==> src/rtl/cpu_step_controller.sv <==
// Execution sequencer for the single-cycle core: manual step, four-rate free-run and
// an optional PC breakpoint compiled in when CPU_STEP_BREAKPOINT_EN is defined.
module cpu_step_controller #(
   parameter int unsigned DEBOUNCE_CYCLES = 500000,
   parameter int unsigned BASE_DIV        = 50000000
) (
   input  logic        clk,
   input  logic        rst_n,
   input  logic        step_btn_n,
   input  logic        run_sw,
   input  logic [1:0]  rate_sel,
   input  logic [31:0] pc_addr,
   input  logic [31:0] bp_addr,
   input  logic        bp_valid,
   output logic        cpu_en,
   output logic [1:0]  state,
   output logic        halted,
   output logic [31:0] step_count
);

   localparam int unsigned DB_W = $clog2(DEBOUNCE_CYCLES + 1);
   localparam logic [31:0] PER0 = 32'(BASE_DIV);
   localparam logic [31:0] PER1 = 32'(BASE_DIV >> 2);
   localparam logic [31:0] PER2 = 32'(BASE_DIV >> 4);

   typedef enum logic [1:0] {
      ST_IDLE  = 2'd0,
      ST_RUN   = 2'd1,
      ST_BREAK = 2'd2
   } state_e;

   logic            btn_s1_q, btn_s2_q, run_s1_q, run_s2_q;
   logic            deb_q, deb_d, deb_dly_q;
   logic [DB_W-1:0] db_cnt_q, db_cnt_d;
   logic            press_c;
   state_e          state_q, state_d;
   logic [31:0]     rate_cnt_q, rate_cnt_d, period_c;
   logic            due_c, bp_hit_c;
   logic            cpu_en_q, cpu_en_d;
   logic [31:0]     step_cnt_q, step_cnt_d;

   // Synchronizers and debounced button level
   always_ff @(posedge clk or negedge rst_n) begin
      if (!rst_n) begin
         btn_s1_q  <= 1'b0;
         btn_s2_q  <= 1'b0;
         run_s1_q  <= 1'b0;
         run_s2_q  <= 1'b0;
         deb_q     <= 1'b1;
         deb_dly_q <= 1'b1;
         db_cnt_q  <= '0;
      end else begin
         btn_s1_q  <= step_btn_n;
         btn_s2_q  <= btn_s1_q;
         run_s1_q  <= run_sw;
         run_s2_q  <= run_s1_q;
         deb_q     <= deb_d;
         deb_dly_q <= deb_q;
         db_cnt_q  <= db_cnt_d;
      end
   end

   // Level is accepted only after a full run of consecutive differing samples
   always_comb begin
      db_cnt_d = '0;
      deb_d    = deb_q;
      if (btn_s2_q != deb_q) begin
         if (db_cnt_q == DB_W'(DEBOUNCE_CYCLES - 1)) deb_d = btn_s2_q;
         else                                       db_cnt_d = db_cnt_q + DB_W'(1);
      end
   end

   assign press_c = deb_dly_q & ~deb_q;

   always_comb begin
      unique case (rate_sel)
         2'd0:    period_c = PER0;
         2'd1:    period_c = PER1;
         default: period_c = PER2;
      endcase
   end

   // >= lets a shortened period wrap at once when the count is already past it
   assign due_c = (rate_sel == 2'd3) || (rate_cnt_q >= (period_c - 32'd1));

   always_comb begin
      state_d    = state_q;
      rate_cnt_d = rate_cnt_q;
      cpu_en_d   = 1'b0;
      unique case (state_q)
         ST_IDLE: begin
            rate_cnt_d = '0;
            if (press_c)  cpu_en_d = 1'b1;
            if (run_s2_q) state_d  = ST_RUN;
         end
         ST_RUN: begin
            if (!run_s2_q) begin
               state_d    = ST_IDLE;
               rate_cnt_d = '0;
            end else if (due_c) begin
               rate_cnt_d = '0;
               if (bp_hit_c) state_d  = ST_BREAK;
               else          cpu_en_d = 1'b1;
            end else begin
               rate_cnt_d = rate_cnt_q + 32'd1;
            end
         end
`ifdef CPU_STEP_BREAKPOINT_EN
         ST_BREAK: begin
            if (press_c) begin
               cpu_en_d = 1'b1;
               state_d  = ST_RUN;
            end else if (!run_s2_q) begin
               state_d  = ST_IDLE;
            end
         end
`endif
         default: state_d = ST_IDLE;
      endcase
      step_cnt_d = cpu_en_d ? (step_cnt_q + 32'd1) : step_cnt_q;
   end

   always_ff @(posedge clk or negedge rst_n) begin
      if (!rst_n) begin
         state_q    <= ST_IDLE;
         rate_cnt_q <= '0;
         cpu_en_q   <= 1'b0;
         step_cnt_q <= '0;
      end else begin
         state_q    <= state_d;
         rate_cnt_q <= rate_cnt_d;
         cpu_en_q   <= cpu_en_d;
         step_cnt_q <= step_cnt_d;
      end
   end

`ifdef CPU_STEP_BREAKPOINT_EN
   logic halted_q;

   assign bp_hit_c = bp_valid && (pc_addr == bp_addr);

   always_ff @(posedge clk or negedge rst_n) begin
      if (!rst_n) halted_q <= 1'b0;
      else        halted_q <= (state_d == ST_BREAK);
   end

   assign halted = halted_q;
`else
   logic unused_bp;

   assign unused_bp = ^{pc_addr, bp_addr, bp_valid};
   assign bp_hit_c  = 1'b0;
   assign halted    = 1'b0;
`endif

   assign cpu_en     = cpu_en_q;
   assign state      = state_q;
   assign step_count = step_cnt_q;

endmodule

==> config.mk <==
export PLATFORM = sky130hd
export DESIGN_NAME = cpu_step_controller
export DESIGN_NICKNAME = d
export VERILOG_FILES = /design/src/rtl/cpu_step_controller.sv
export SDC_FILE = /design/constraint.sdc
export NUM_CORES = 1
export LEC_CHECK = 0
export BUFFER_PORTS_ARGS = -buffer_cell sky130_fd_sc_hd__buf_4
export CORE_UTILIZATION = 54
export DETAILED_ROUTE_END_ITERATION = 8
export GPL_TIMING_DRIVEN = 0
export PLACE_DENSITY = 0.88
export SYNTH_ARGS = -nofsm -noshare
export SYNTH_HDL_FRONTEND = slang
export SYNTH_SLANG_ARGS = --single-unit
==> constraint.sdc <==
create_clock -name clk -period 2.4 [get_ports clk]
set_clock_uncertainty 0.05 [all_clocks]
set_input_delay 0.12 -clock clk [delete_from_list [all_inputs] [get_ports clk]]
set_output_delay 0.12 -clock clk [all_outputs]
set_load 0.01 [all_outputs]
==> results.md <==
* Multi-input logic area at roughly 0.0024 mm2
* Skew-Pair Late Insertion Delay at between 300 and 400 ps
* I/O pin count at between 100 and 150
* CTS buffer count at 9
* Mapped Area at about 0.0047 mm2
* Initial antenna violation count at 0
* Cell with the most instances after synthesis: dfrtp_1
* Sw Ratio at 26.3%
* FMAX at 0.425 GHz
* DR iter-0 viols at approximately 170
* PD cells at between 500 and 600 mW/mm2
* Row count at 33
* HPWL after DPL at approximately 6600 um
* Synth Flop Type: dfrtp_1
* Yosys reg bits at just over 90
* RSZ-0062 raised after global routing: true
* Slowest stage delay, CP at around 450 ps
* Post-route ant nets at 0
* Switch Pwr at approximately 800 uW
* Combinational group share of total power at a little over a tenth
* Cell area after layout at roughly 0.0056 mm2
* Detailed Routing Iterations Pass 1 at 4
* Share of the synthesized area in the top cell type at around 47%
* Clock-pin slew on the worst setup and hold paths at 90 ps
* Vias in the first global route at about 3400
* Yosys cell types at between 40 and 50
* Port bufs at 39
* DRC viols at 0
* CTS root buf: clkbuf_8
* Final core occ at between 60% and 70%
* Total wire length at roughly 10000 um
* Share of power burned in the clock network at 34.7%
* Seq pwr share at 54.6%
* TritonCTS clock tree: yes
* Full die area at approximately 0.009 mm2
* Max-slew violations at 0
* Layout Cells excl Fill at about 630
* Pint at about 2.2 mW
* Grt total ovfl at 0
* Final Setup Violations at 0
* Worst setup EP type: flop
* Post-Syn Instances at between 400 and 500
* GPL Wtd Cong at about 0.87
* First-pass GRT wire length at between 15000 and 20000 um
* Synth area leaders: dfrtp_1 47%, xor2_1 6.9%, ha_1 5.6%
* FFs w/ async S/R, synth at between 90% and 100%
* Crit-path slowest cell: dfrtp_1
* Total GRT Usage at between 20% and 30%
* Worst rel slew slack at about a quarter
* Post-DR vias/cell at approximately 5.8
* Sequential Area at around 0.0023 mm2
* Net total in the final layout at between 600 and 700
* Total Power at 3.05 mW
* Avg WL per Cell at roughly 16 um
* WP data required at 2640 ps
* Hold WC Path Type: flop to flop
* Worst-margin pin slew at ~1100 ps
* Max-Cap Viols at 0
* Post-synth EDFFs at 0
* Synth Warn # at 0
* Worst IR Drop VDD at between 200 and 300 uV
* Synthesized area per cell at ~10 um2
* Fin Hold WS at approximately 320 ps
* TritonCTS sink count at 91
* Final Hold Viols at 0
* Core area at 0.00834 mm2
* Placed cell areas at approximately 0.0052 mm2
* Vias at around 3600
* Fin crit share at between 90% and 100%
* Synth cell count leaders: 89 x dfrtp_1, 58 x nor2_1, 37 x xor2_1, 35 x nand2_1, 28 x xnor2_1
* Seq/Total Area, Yosys at roughly half
* FILL cells at 580
* Antenna diode count at 0
* Setup crit start kind: flop
* Yosys top cell by area: dfrtp_1
* Die height at between 90 and 100 um
* Status: completed
* Die X at about 96 um
* Starting density of the core at ~57%
* CTS max path bufs at 2
* Max FO, Critical Path at 10
* Pin count of the biggest net entering global routing at between 90 and 100
* Crit path kind: flop to flop
* Placed Cells at between 600 and 700
* Layout cell share with drive strength beyond 1 at 21.5%
* Min cycle time layout at ~2400 ps
* Cell Chain, Critical Path: ha_1, a21oi_1, o221ai_2, a31oi_1, nand4_1, clkbuf_2, nor2_1
* Syn-to-layout area delta at 17.9%
* Leak pwr at 2.23 nW
* H-tree levels at 3
* Crit path DAT at approximately 2600 ps
cell type report:
type                    instances  area share [%]
plain buffers                  13            1.62
clock buffers                  10            2.47
clock inverters                 5            1.08
inverters                      13           0.876
multi-input cells             345            43.9
flip-flops and latches         91            41.0
well taps                     105            2.36
repair buffers                 49            6.74
per-stage QoR:
stage / TNS (ps) / setup WS [ps]
after floorplan: 0 / 241
after detailed placement: -9770 / -329
after CTS: 0 / 3.96
after global routing: -798 / -91.9
final: 0 / 45.9
after global placement: -6690 / -239
critical path: cells and delay by family (launching register included):
family,cells,cell delay [ps]
buffers and inverters,1,300
AND/OR/NAND/NOR,2,460
flip-flops,1,450
adder cells (fa/ha/maj),1,360
AO/OA/AOI/OAI,3,670
what timing repair did:
action	in CTS	in global routing
gates resized for setup	4	20
endpoints found under the setup margin	40	58
pin swaps	1	4
hold endpoints to repair	91	0
hold buffers	3	0
setup buffers	1	6
power groups by stage:
stage               clock [mW]  sequential, mW  combinational (mW)
finish                    1.06            1.67               0.324
global route              1.13            1.68               0.362
CTS                       1.06            1.67               0.324
detailed placement           0            1.70               0.317
global placement             0            1.69               0.306
floorplan                    0            1.70               0.148
metal layers:
metal	track usage [%]	routed length, um	vias to the layer above
met5	0	0	-
met4	10.8	326	0
met1	27.7	4230	1782
met2	37.3	4980	97
met3	2.79	355	35
li1	-	-	1726
cells by family (layout without fill, tap and decap cells):
family                   after synthesis  in the layout  share of synthesized area [%]
flip-flops                            91             91                           48.2
multiplexers                           2              2                          0.476
AO/OA/AOI/OAI                         34             34                           4.26
buffers and inverters                 27             90                           2.70
other                                  2              9                          0.159
adder cells (fa/ha/maj)               21             21                           5.56
AND/OR/NAND/NOR                      214            214                           26.6
XOR/XNOR                              65             65                           12.0
final timing paths:
path / slack [ps] / cells past startpoint / startpoint / endpoint
min in group asynchronous: 440 / 2 / rst_n / step_count[5]
max reg2reg: 50 / 7 / rate_cnt_q[5] / rate_cnt_q[17]
min: 320 / 0 / run_s1_q / run_s2_q
min reg2reg: 320 / 0 / run_s1_q / run_s2_q
max: 50 / 7 / rate_cnt_q[5] / rate_cnt_q[17]
max in group asynchronous: 1070 / 2 / rst_n / rate_cnt_q[25]
layout by cell type, fill, tap and decap left out, types with 8 or more instances in the layout:
cell type and count:
inv_1 12, xor2_1 37, xnor2_1 28, clkbuf_8 10
buf_4 48, ha_1 19, o21ai_0 9, nand2_1 35
nand4_1 24, nand3_1 22, conb_1 9, and3_1 11
dfrtp_1 86, or3_1 8, a21oi_1 11, nor2_1 58
No activity file was read; power rests on OpenSTA's default activity.
